### src/rtl/rom_boot_arbiter.sv
// -----------------------------------------------------------------------------
// rom_boot_arbiter
//
// Sequences SoC bring-up and owns the instruction ROM ports.
//   LOAD    : the core is held in reset while a loader streams words into ROM
//             (write path is a straight pass-through of the loader bus).
//   RELEASE : the core stays in reset for RELEASE_CYC cycles after the last word.
//   RUN     : the core is out of reset. The single ROM read port is shared
//             between instruction fetch (default owner) and a debug reader.
//             A pending debug read is forced through after DBG_MAX_WAIT cycles.
//
// Ports
//   clk, rst                     clock, asynchronous active-low reset
//   ld_valid/ld_ready/ld_addr/
//   ld_data/ld_last              loader stream (accepted on valid & ready)
//   core_rst_n                   registered active-low reset to the core
//   if_addr/if_inst/stall        core fetch port (if_inst combinational)
//   dbg_req/dbg_addr/
//   dbg_rvalid/dbg_rdata         debug read port (rdata/rvalid registered)
//   rom_we/rom_waddr/rom_wdata   ROM write port
//   rom_raddr/rom_rdata          ROM combinational read port
// -----------------------------------------------------------------------------
module rom_boot_arbiter #(
  parameter int ADDR_W       = 10,
  parameter int DATA_W       = 32,
  parameter int RELEASE_CYC  = 4,
  parameter int DBG_MAX_WAIT = 8,
  parameter int BOOT_BYPASS  = 0
) (
  input  logic              clk,
  input  logic              rst,
  // loader
  input  logic              ld_valid,
  output logic              ld_ready,
  input  logic [ADDR_W-1:0] ld_addr,
  input  logic [DATA_W-1:0] ld_data,
  input  logic              ld_last,
  // core
  output logic              core_rst_n,
  input  logic [ADDR_W-1:0] if_addr,
  output logic [DATA_W-1:0] if_inst,
  output logic              stall,
  // debug
  input  logic              dbg_req,
  input  logic [ADDR_W-1:0] dbg_addr,
  output logic              dbg_rvalid,
  output logic [DATA_W-1:0] dbg_rdata,
  // ROM
  output logic              rom_we,
  output logic [ADDR_W-1:0] rom_waddr,
  output logic [DATA_W-1:0] rom_wdata,
  output logic [ADDR_W-1:0] rom_raddr,
  input  logic [DATA_W-1:0] rom_rdata
);

  localparam int REL_W  = (RELEASE_CYC  > 1) ? $clog2(RELEASE_CYC  + 1) : 1;
  localparam int WAIT_W = (DBG_MAX_WAIT > 1) ? $clog2(DBG_MAX_WAIT + 1) : 1;

  localparam logic [REL_W-1:0]  REL_LAST  = REL_W'(RELEASE_CYC - 1);
  localparam logic [WAIT_W-1:0] WAIT_LAST = WAIT_W'(DBG_MAX_WAIT - 1);

  // RISC-V "addi x0,x0,0" fed to the core whenever fetch is not serviced
  localparam logic [DATA_W-1:0] NOP_INST = DATA_W'(32'h0000_0013);

  typedef enum logic [1:0] {
    ST_LOAD    = 2'd0,
    ST_RELEASE = 2'd1,
    ST_RUN     = 2'd2
  } state_t;

  localparam state_t   RESET_STATE = (BOOT_BYPASS != 0) ? ST_RUN : ST_LOAD;
  localparam logic     RESET_CORE  = (BOOT_BYPASS != 0);

  state_t              state_reg;
  logic [REL_W-1:0]    rel_cnt_reg;
  logic [WAIT_W-1:0]   wait_cnt_reg;
  logic                dbg_grant_reg;   // debug owns the read port this cycle
  logic                dbg_served_reg;  // current request already granted

  logic                ld_accept;
  logic                fetch_grant;
  logic                dbg_pending;

  // ---------------------------------------------------------------------------
  // Combinational port steering
  // ---------------------------------------------------------------------------
  // ld_ready is only ever high in LOAD, so gating by it confines writes there.
  assign ld_accept = ld_valid & ld_ready;

  assign rom_we    = ld_accept;
  assign rom_waddr = ld_addr;
  assign rom_wdata = ld_data;

  assign fetch_grant = (state_reg == ST_RUN) && !dbg_grant_reg;
  assign stall       = !fetch_grant;
  assign rom_raddr   = dbg_grant_reg ? dbg_addr : if_addr;
  assign if_inst     = fetch_grant ? rom_rdata : NOP_INST;

  // A request is live until it has been granted once; the served flag holds it
  // off while dbg_req is still high during and right after the data return.
  assign dbg_pending = (state_reg == ST_RUN) && dbg_req &&
                       !dbg_grant_reg && !dbg_served_reg;

  // ---------------------------------------------------------------------------
  // Bring-up FSM, debug arbitration and registered outputs
  // ---------------------------------------------------------------------------
  always_ff @(posedge clk or negedge rst) begin
    if (!rst) begin
      state_reg      <= RESET_STATE;
      rel_cnt_reg    <= '0;
      wait_cnt_reg   <= '0;
      dbg_grant_reg  <= 1'b0;
      dbg_served_reg <= 1'b0;
      ld_ready       <= 1'b0;
      core_rst_n     <= RESET_CORE;
      dbg_rvalid     <= 1'b0;
      dbg_rdata      <= '0;
    end else begin
      // defaults: one-cycle pulses fall back
      dbg_rvalid <= 1'b0;

      case (state_reg)
        ST_LOAD: begin
          core_rst_n <= 1'b0;
          if (ld_accept && ld_last) begin
            state_reg   <= ST_RELEASE;
            ld_ready    <= 1'b0;
            rel_cnt_reg <= '0;
          end else begin
            ld_ready <= 1'b1;
          end
        end

        ST_RELEASE: begin
          ld_ready <= 1'b0;
          if (rel_cnt_reg == REL_LAST) begin
            state_reg  <= ST_RUN;
            core_rst_n <= 1'b1;
          end else begin
            rel_cnt_reg <= rel_cnt_reg + REL_W'(1);
          end
        end

        ST_RUN: begin
          ld_ready   <= 1'b0;
          core_rst_n <= 1'b1;

          // grant cycle: capture ROM data, present it next cycle
          if (dbg_grant_reg) begin
            dbg_grant_reg <= 1'b0;
            dbg_rdata     <= rom_rdata;
            dbg_rvalid    <= 1'b1;
          end

          if (dbg_pending) begin
            // fetch always requests in RUN, so debug only wins by timeout
            if (wait_cnt_reg == WAIT_LAST) begin
              dbg_grant_reg  <= 1'b1;
              dbg_served_reg <= 1'b1;
              wait_cnt_reg   <= '0;
            end else begin
              wait_cnt_reg <= wait_cnt_reg + WAIT_W'(1);
            end
          end else if (!dbg_req) begin
            // request dropped: next assertion starts a fresh wait
            wait_cnt_reg   <= '0;
            dbg_served_reg <= 1'b0;
          end
        end

        default: begin
          state_reg <= RESET_STATE;
        end
      endcase
    end
  end

endmodule
### config.mk
export PLATFORM = sky130hd
export DESIGN_NAME = rom_boot_arbiter
export DESIGN_NICKNAME = d
export VERILOG_FILES = /design/src/rtl/rom_boot_arbiter.sv
export SDC_FILE = /design/constraint.sdc
export NUM_CORES = 1
export LEC_CHECK = 0
export CAP_MARGIN = 0
export CORE_MARGIN = 1
export CORE_UTILIZATION = 35
export CTS_BUF_LIST = sky130_fd_sc_hd__clkbuf_16
export CTS_CLUSTER_DIAMETER = 200
export DETAILED_ROUTE_END_ITERATION = 6
export HOLD_SLACK_MARGIN = 0.06
export PLACE_DENSITY_LB_ADDON = 0.12
export SYNTH_ARGS = -nofsm -noshare
export SYNTH_HDL_FRONTEND = slang
export SYNTH_SLANG_ARGS = --single-unit
### constraint.sdc
create_clock -name clk -period 3.2 [get_ports clk]
set_input_delay 0.96 -clock clk [delete_from_list [all_inputs] [get_ports clk]]
set_output_delay 0.96 -clock clk [all_outputs]
set_load 0.01 [all_outputs]
-- Word-level counts from Yosys, hierarchy flattened
Index checks and enable logic that the tools add are counted.
- $add $sub $neg: 2
- eq/ne operators: 9
- muxes and demuxes: 22
- bitwise gates (word level): 2
- reductions and logical operators: 19
- operators by type and width (cell ; count):
    32-bit two-way mux ; 1
    4-bit two-way mux ; 3
    10-bit two-way mux ; 1
    1-bit two-way mux ; 9
    3-bit AND reduction ; 3
    3-bit two-way mux ; 2
    2-bit != test, second input constant ; 3
    2-bit case mux with 3 select lines ; 1
    3-bit case mux with 2 select lines ; 1
    2-bit AND reduction ; 3
    1-bit logical AND ; 5
    4-bit by 1-bit adder with 4-bit output, second input constant ; 1
    4-bit by 3-bit == test with 1-bit output, second input constant ; 1
    2-bit two-way mux ; 2
    2-bit by 1-bit != test with 1-bit output, second input constant ; 2
    2-bit nonzero test ; 2
    3-bit by 1-bit adder with 3-bit output, second input constant ; 1
    3-bit by 2-bit == test with 1-bit output, second input constant ; 1
    1-bit zero test ; 3
    1-bit case mux with 3 select lines ; 1
    3-bit nonzero test ; 1
    2-bit by 1-bit == test with 1-bit output, second input constant ; 1
    2-bit == test, second input constant ; 1
    2-bit zero test ; 1
    4 further kinds ; 4
- bits in registers: 46
- input bits: 99
- output and inout port bits: 121
- logic and storage cells: 63

-- Depth between registers and ports, before layout
Gate-level depths: netlist (run 1).
- depth after elaboration: 6
- depth in mapped cells: 6
- gate-level depth less buffers: 5

-- Worst setup path after synthesis (run 1)
No wires, ideal clock.
- path kind: register to output
- from: reg state_reg[0]
- to: out if_inst[22]
- data arrival time: 1.370 ns
- data required time: 2.240 ns
- path slack: 0.870 ns
- cell stages (with the launch flop): 6
- path buffers: 1
- path through: dfrtp_1 > inv_1 > ha_1 > and2b_1 > clkbuf_1 > and2_1
- cells in the longest elaborated chain, start to end: 3
- ends and longest elaborated chain (what ; RTL line ; source):
    start, declared ; 74 ; state_t state_reg;
    start signal, assigned ; 109 ; state_reg <= RESET_STATE;
    start signal, assigned ; 126 ; state_reg <= ST_RELEASE;
    start signal, assigned ; 137 ; state_reg <= ST_RUN;
    2-bit == test ; 94 ; assign fetch_grant = (state_reg == ST_RUN) && !dbg_grant_reg;
    1-bit logical AND ; 94 ;
    32-bit two-way mux ; 97 ; assign if_inst = fetch_grant ? rom_rdata : NOP_INST;
    end, declared ; 41 ; output logic [DATA_W-1:0] if_inst,
No other way between the ends.

-- Worst setup path after layout (run 1)
- from: in ld_valid
- to: out rom_we
- cells in the longest elaborated chain, start to end: 1
- ends and longest elaborated chain (what ; RTL line ; source):
    start, declared ; 33 ; input logic ld_valid,
    1-bit AND ; 88 ; assign ld_accept = ld_valid & ld_ready;
    end, declared ; 49 ; output logic rom_we,
No other way between the ends.

==> results.py, run 1 <==
metrics = {
    "drt": {
        "initial_drc_count": 33,
        "via_count": 2065,
        "detail_route.vias_per_cell": 4.74,
        "route.antenna.remaining_nets": 0,
        "drt_wl_total_mm": 5.90,
        "wire_per_inst_microns": 13.5,
        "drt_first_pass_iters": 4,
        "post-route-drc-count": 0,
    },
    "sta": {
        "report.final.slew_viol_count": 0,
        "final_sum_of_negative_setup_slack_ps": 0,
        "report.final.hold_viol_count": 0,
        "clock_skew_ps": 3.06,
        "min_period_over_period_pct": 96.1,
        "unrepaired_setup_endpoints_after_global_routing": "false",
        "final_period_minus_worst_setup_slack_ps": 3080,
        "finalSetupViolCount": 0,
        "slew_headroom_pct": 44.6,
        "tightest_slew_ps": 828,
        "clock.fmax_mhz": 325,
        "worst_slack_ps": 123,
    },
    "logic_synthesis": {
        "number_of_flops_mapped_to_enable_cells_by_yosys": 0,
        "post_synth_fa_ha_maj_area_fraction_pct": 3.74,
        "syn_nets": 347,
        "synth_top_area_cell": "sky130_fd_sc_hd__dfrtp_1",
        "post_synthesis_compound_gate_area_fraction_pct": 5.09,
        "synth.mux.area_fraction_pct": 18.5,
        "synth_xor_area_share_pct": 0,
        "yosys_most_used_dff": "sky130_fd_sc_hd__dfrtp_1",
        "sequential_cell_area_fraction_in_the_yosys_report_pct": 43.0,
        "synth.yosys.warnings": 0,
        "syn_area_per_cell_sq_um": 11.2,
        "async_flop_share_pct": 100,
        "yosys.area.top_type_share_pct": 43.0,
        "dominant_combinational_cell_family_by_area_after_synthesis": "multiplexers",
        "synthDistinctLibCells": 36,
        "syn-instance-count": 240,
        "ys_ff_latch": 46,
        "post_synth_and_or_nand_nor_area_fraction_pct": 14.7,
        "netlist_top_cells_area": "sky130_fd_sc_hd__dfrtp_1, sky130_fd_sc_hd__mux2_2, sky130_fd_sc_hd__buf_4",
        "post_synth_instance_area_sq_mm": 0.00268,
    },
    "setup_path": {
        "critPathMostFrequentCell": "sky130_fd_sc_hd__clkdlybuf4s50_1",
        "worstPathArrival_ps": 2120,
        "critical_path.slowest_cell": "sky130_fd_sc_hd__clkdlybuf4s50_1",
        "path_cells": "clkdlybuf4s50_1 -> and2_2 -> clkdlybuf4s50_1",
        "timing_worst_setup_path_type": "primary input to output pin",
        "worstReg2RegEnd": "dbg_rdata[12]$_DFFE_PN0P_",
        "critical_path.max_stage_delay_ps": 520,
        "crit_required_ps": 2240,
        "worstSetupStartpointType": "primary input",
        "crit_path_end": "rom_we",
        "crit_path_start": "ld_valid",
        "r2r_slack_ps": 1130,
        "crit_path_max_fanout": 3,
        "critical_path.endpoint_type": "output pin",
        "r2r-start": "state_reg[0]$_DFFE_PN0P_",
        "reg2reg_depth": 5,
    },
    "global_routing": {
        "global_route_congestion_overflow_total": 0,
        "first_global_vias": 1917,
        "antenna_found_initial": 0,
        "grt_pass1_wl_mm": 8.83,
        "grt_max_degree": 38,
        "track_usage_pct": 14.8,
    },
    "cts": {
        "ctsLongestPathBuffers": 2,
        "tritoncts": "yes",
        "clkTransAtPathRegs_ps": 60,
        "cts.repair_timing.setup_buffer_count": 0,
        "clock_sink_count": 46,
        "cts.root.buffer_cell": "sky130_fd_sc_hd__clkbuf_16",
        "post_cts_resized": 0,
        "number_of_levels_in_the_clock_h_tree": 2,
        "cts_hold_repair.buffers": 0,
        "insertion_delay_ps": 280,
        "cts-buffers-inserted": 5,
    },
    "placement": {
        "port_buffers": 135,
        "place_ws_ps": 114,
        "dp_hpwl_mm": 4.39,
        "place.gp.congestion": 0.812,
    },
    "floorplanning": {
        "core_area_sq_mm": 0.00733,
        "dieArea_sq_mm": 0.00800,
        "die_y_microns": 89.5,
        "rows": 31,
        "floorplan.io_pins": 220,
        "die_width_microns": 89.5,
        "effective_utilization_at_floorplan_pct": 36.5,
    },
    "power": {
        "switchingPower_w": 0.00103,
        "vdd_ir_drop_max_v": 0.000315,
        "cell_internal_pwr_w": 0.00226,
        "p_sw_share_pct": 31.3,
        "clockPowerShare_pct": 17.1,
        "power.share.combinational_pct": 51.6,
        "power.sequential.fraction_pct": 31.3,
        "power_density_mw_per_mm2": 825,
        "cellLeakagePower_nw": 1.63,
    },
    "run": {
        "drv_cap": 0,
    },
    "finish": {
        "area_growth_syn_to_layout_pct": 48.6,
        "final_layout_size_suffix_gt1_share_pct": 17.8,
        "antenna_cells_inserted": 0,
        "final_net_count": 443,
        "largest_reg_flops": 32,
    },
    "worst_hold_path": {
        "hold_path.class": "flip-flop to flip-flop",
    },
    "status": {
        "status": "completed",
    },
}
[layer usage]
layer	up-vias	global-route usage (%)	routed length, microns	part of all wire, %
li1	967	-	-	-
met2	117	26.0	2830	48
met4	0	6.06	98	1.7
met1	966	16.4	2400	41
met3	15	4.99	566	9.6
met5	-	0	0	0
[logic make-up (layout without fill, tap and decap cells)]
group / after synthesis / count (layout)
AND/OR/NAND/NOR: 66 / 66
buffers and inverters: 58 / 155
flip-flops: 46 / 46
multiplexers: 44 / 44
AO/OA/AOI/OAI: 18 / 18
adder cells (fa/ha/maj): 8 / 8
[synthesized netlist by cell type, types with 3 or more instances]
cell                        n
sky130_fd_sc_hd__nand3_1    8
sky130_fd_sc_hd__clkbuf_1   3
sky130_fd_sc_hd__buf_6      3
sky130_fd_sc_hd__nor2b_1    4
sky130_fd_sc_hd__inv_1      8
sky130_fd_sc_hd__nand2b_1   6
sky130_fd_sc_hd__nand2_1    4
sky130_fd_sc_hd__a31oi_1    3
sky130_fd_sc_hd__ha_1       8
sky130_fd_sc_hd__a21oi_1    3
sky130_fd_sc_hd__nor2_1     4
sky130_fd_sc_hd__dfrtp_1   46
sky130_fd_sc_hd__mux2_2    44
sky130_fd_sc_hd__and2_1    29
sky130_fd_sc_hd__buf_4     42
[worst min-delay path by stage]
| stage | start | to | slack, ps | depth (start not counted) |
|---|---|---|---|---|
| finish | dbg_rdata[25]$_DFFE_PN0P_ | dbg_rdata[25]$_DFFE_PN0P_ | 500 | 1 |
| global route | dbg_rdata[16]$_DFFE_PN0P_ | dbg_rdata[16]$_DFFE_PN0P_ | 520 | 1 |
| CTS | dbg_rdata[15]$_DFFE_PN0P_ | dbg_rdata[15]$_DFFE_PN0P_ | 510 | 1 |
| detailed placement | dbg_rdata[15]$_DFFE_PN0P_ | dbg_rdata[15]$_DFFE_PN0P_ | 490 | 1 |
| global placement | dbg_rdata[1]$_DFFE_PN0P_ | dbg_rdata[1]$_DFFE_PN0P_ | 490 | 1 |
| floorplan | rel_cnt_reg[1]$_DFFE_PN0P_ | rel_cnt_reg[1]$_DFFE_PN0P_ | 490 | 2 |
[power by group through the flow]
stage / clock (W) / sequential [W] / combinational [W]
finish: 0.000560 / 0.00103 / 0.00169
global route: 0.000607 / 0.00107 / 0.00187
CTS: 0.000579 / 0.00103 / 0.00172
detailed placement: 0 / 0.00104 / 0.00171
global placement: 0 / 0.00103 / 0.00170
floorplan: 0 / 0.00114 / 0.000788
[critical path, delay by kind of cell]
| kind | cells | cell delay (ps) |
|---|---|---|
| buf+inv | 2 | 1010 |
| simple gates | 1 | 140 |
[area by class of cell]
cell class | instances | area [sq um]
fillers | 630 | 3350
repair buffers | 139 | 1380
well taps | 99 | 124
multi-input cells | 136 | 1130
clock inverters | 3 | 37.5
clock buffers | 5 | 125
inverters | 8 | 30.0
flip-flops and latches | 46 | 1150
[per-stage QoR]
stage / utilization (%) / std cells / total power [W] / hold WS, ps / instance area, sq um
4_1_cts: 54.2 / 436 / 0.00333 / 507 / 3970
6_report: 54.3 / 436 / 0.00328 / 501 / 3980
3_3_place_gp: 51.9 / 428 / 0.00272 / 486 / 3810
2_1_floorplan: - / 240 / 0.00192 / 486 / 2680
3_5_place_dp: 51.9 / 428 / 0.00275 / 494 / 3810
5_1_grt: 54.3 / 436 / 0.00355 / 517 / 3980
[cells in the final DEF (no fill, tap or decap), types with 2 or more instances in the layout]
cell and count:
sky130_fd_sc_hd__a21oi_1 3, sky130_fd_sc_hd__a31oi_1 3, sky130_fd_sc_hd__and2_1 29, sky130_fd_sc_hd__and2_2 2
sky130_fd_sc_hd__buf_4 3, sky130_fd_sc_hd__clkbuf_16 5, sky130_fd_sc_hd__clkdlybuf4s50_1 134, sky130_fd_sc_hd__dfrtp_1 46
sky130_fd_sc_hd__ha_1 8, sky130_fd_sc_hd__inv_1 10, sky130_fd_sc_hd__mux2_2 44, sky130_fd_sc_hd__nand2_1 4
sky130_fd_sc_hd__nand2b_1 6, sky130_fd_sc_hd__nand3_1 8, sky130_fd_sc_hd__nor2_1 4, sky130_fd_sc_hd__nor2b_1 4
sky130_fd_sc_hd__o311ai_0 2, sky130_fd_sc_hd__o31ai_1 2
Note: power is estimated with default switching activity, not from simulation.
==> run 2, diff against run 1 <==
--- a/config.mk
+++ b/config.mk
@@ -7,2 +7,3 @@
 export LEC_CHECK = 0
+export ABC_AREA = 0
 export CAP_MARGIN = 0
--- a/constraint.sdc
+++ b/constraint.sdc
@@ -3,2 +3,2 @@
 set_output_delay 0.96 -clock clk [all_outputs]
-set_load 0.01 [all_outputs]
+set_load 0.02 [all_outputs]
==> run 2 against run 1 <==
Compared with the run above: routed wire length rose by 0.34%; core utilization down 0.22 points; count of clock-buffer cells in the layout unchanged; via count down 0.53%; clock skew hardly changed; maximum frequency decreased by 2.4%; final cell count grew 0.23%; first-iteration DRC count is 140% higher; global-route usage shrank 0.065 points; die area did not move; largest power group unchanged.
==> results.py, run 2 (same netlist as run 1, synthesis figures left out) <==
metrics = {
    "status": {
        "status": "completed",
    },
    "sta": {
        "clock_skew_ps": 3.15,
        "final_sum_of_negative_setup_slack_ps": 0,
        "hold_slack_ps": 503,
        "clock.fmax_mhz": 317,
        "min_period_over_period_pct": 98.5,
        "report.final.slew_viol_count": 0,
        "report.final.hold_viol_count": 0,
        "tightest_slew_ps": 817,
        "final_period_minus_worst_setup_slack_ps": 3150,
        "finalSetupViolCount": 0,
        "unrepaired_setup_endpoints_after_global_routing": "false",
        "slew_headroom_pct": 45.4,
    },
    "placement": {
        "dp_hpwl_mm": 4.51,
        "port_buffers": 135,
        "place.gp.congestion": 0.818,
    },
    "finish": {
        "final_layout_size_suffix_gt1_share_pct": 18.0,
        "area_growth_syn_to_layout_pct": 47.9,
        "antenna_cells_inserted": 0,
        "layout_commonest_cell": "sky130_fd_sc_hd__clkdlybuf4s50_1",
        "layout.cells.most_common_list": "sky130_fd_sc_hd__clkdlybuf4s50_1, sky130_fd_sc_hd__dfrtp_1, sky130_fd_sc_hd__mux2_2, sky130_fd_sc_hd__and2_1",
        "final_net_count": 444,
        "finish.utilization_pct": 54.0,
        "largest_reg_flops": 32,
        "fillCellCount": 656,
    },
    "global_routing": {
        "track_usage_pct": 14.7,
        "grt_pass1_wl_mm": 8.86,
        "antenna_found_initial": 0,
        "grt_max_degree": 38,
        "global_route_congestion_overflow_total": 0,
        "first_global_vias": 1855,
    },
    "drt": {
        "detail_route.vias_per_cell": 4.70,
        "initial_drc_count": 79,
        "via_count": 2054,
        "drt_wl_total_mm": 5.92,
        "post-route-drc-count": 0,
        "wire_per_inst_microns": 13.5,
        "route.antenna.remaining_nets": 0,
        "drt_first_pass_iters": 4,
    },
    "floorplanning": {
        "effective_utilization_at_floorplan_pct": 36.5,
        "rows": 31,
        "die_width_microns": 89.5,
        "die_y_microns": 89.5,
        "core_area_sq_mm": 0.00733,
        "floorplan.io_pins": 220,
        "dieArea_sq_mm": 0.00800,
    },
    "power": {
        "vdd_ir_drop_max_v": 0.000345,
        "cellLeakagePower_nw": 1.66,
        "power_density_mw_per_mm2": 872,
    },
    "worst_hold_path": {
        "hold-path-endpoint": "dbg_rdata[9]$_DFFE_PN0P_",
        "min-delay-start": "dbg_rdata[9]$_DFFE_PN0P_",
        "hold_path.class": "flip-flop to flip-flop",
        "timing.hold.worst_path_depth": 1,
    },
    "setup_path": {
        "crit_required_ps": 2240,
        "r2r_slack_ps": 1160,
        "r2r-start": "state_reg[0]$_DFFE_PN0P_",
        "reg2reg_depth": 5,
        "crit_path_max_fanout": 3,
        "critical_path.endpoint_type": "output pin",
        "worstSetupStartpointType": "primary input",
        "worstPathArrival_ps": 2190,
        "worstReg2RegEnd": "dbg_rdata[28]$_DFFE_PN0P_",
        "timing_worst_setup_path_type": "primary input to output pin",
    },
    "cts": {
        "clkTransAtPathRegs_ps": 60,
        "number_of_levels_in_the_clock_h_tree": 2,
        "tritoncts": "yes",
        "ctsLongestPathBuffers": 2,
        "cts.root.buffer_cell": "sky130_fd_sc_hd__clkbuf_16",
        "clock_sink_count": 46,
        "cts.repair_timing.setup_buffer_count": 0,
        "insertion_delay_ps": 280,
        "cts-buffers-inserted": 5,
    },
    "run": {
        "drv_cap": 0,
    },
}
==> run 2: cell types whose count changed in the layout (fill, tap and decap cells not counted), sizes merged <==
cell	delta
clkinv	+3
clkdlybuf4s50	-2
inv	-2
buf	+1
bufinv	-1
dlymetal6s2s	+2
==> run 2: final cells by class <==
type / count / area (sq um) / area share (%)
multi-input cells: 136 / 1130 / 28.4
clock inverters: 3 / 16.3 / 0.411
flip-flops and latches: 46 / 1150 / 29.1
inverters: 8 / 30.0 / 0.758
well taps: 99 / 124 / 3.13
repair buffers: 140 / 1390 / 35.1
clock buffers: 5 / 125 / 3.16
==> run 2: critical path: stages <==
cell,delay (ps)
sky130_fd_sc_hd__clkdlybuf4s50_1,500
sky130_fd_sc_hd__and2_2,140
sky130_fd_sc_hd__clkdlybuf4s50_1,590
==> run 2: layer usage <==
metal | up-vias | global-route usage (%) | routed length [microns]
li1 | 971 | - | -
met4 | 0 | 5.63 | 83
met3 | 15 | 4.62 | 531
met5 | - | 0 | 0
met1 | 958 | 17.7 | 2400
met2 | 110 | 24.6 | 2900
==> run 2: metrics by stage <==
| step | std cells | total power (W) | instance area [sq um] | setup slack [ps] |
|---|---|---|---|---|
| floorplan | 240 | 0.00219 | 2680 | 804 |
| CTS | 437 | 0.00352 | 3960 | 43.4 |
| finish | 437 | 0.00346 | 3960 | 46.9 |
| global placement | 429 | 0.00298 | 3810 | 59.0 |
| detailed placement | 429 | 0.00301 | 3810 | 45.2 |
| global route | 437 | 0.00371 | 3960 | 2.10 |
==> run 2: repair_timing <==
action                                  4_1_cts  5_1_grt
gates resized for setup                       0        2
endpoints found under the setup margin        0        2
hold buffers                                  0        0
==> run 2: how the worst max path moves through the flow <==
stage                             startpoint           end  slack (ps)  cells past startpoint
CTS                                 ld_valid        rom_we          40                      3
global placement                 dbg_addr[4]  rom_raddr[4]          60                      3
finish                              ld_valid        rom_we          50                      3
global route        state_reg[0]$_DFFE_PN0P_   if_inst[27]           2                      6
floorplan           state_reg[0]$_DFFE_PN0P_   if_inst[22]         800                      5
detailed placement                  ld_valid        rom_we          50                      3
==> run 2: report_power, final <==
group / internal, W / switching, W / total (W)
registers: 0.000868 / 0.000160 / 0.00103
logic: 0.00103 / 0.000917 / 0.00194
clock network: 0.000285 / 0.000201 / 0.000486
total: 0.00218 / 0.00128 / 0.00346
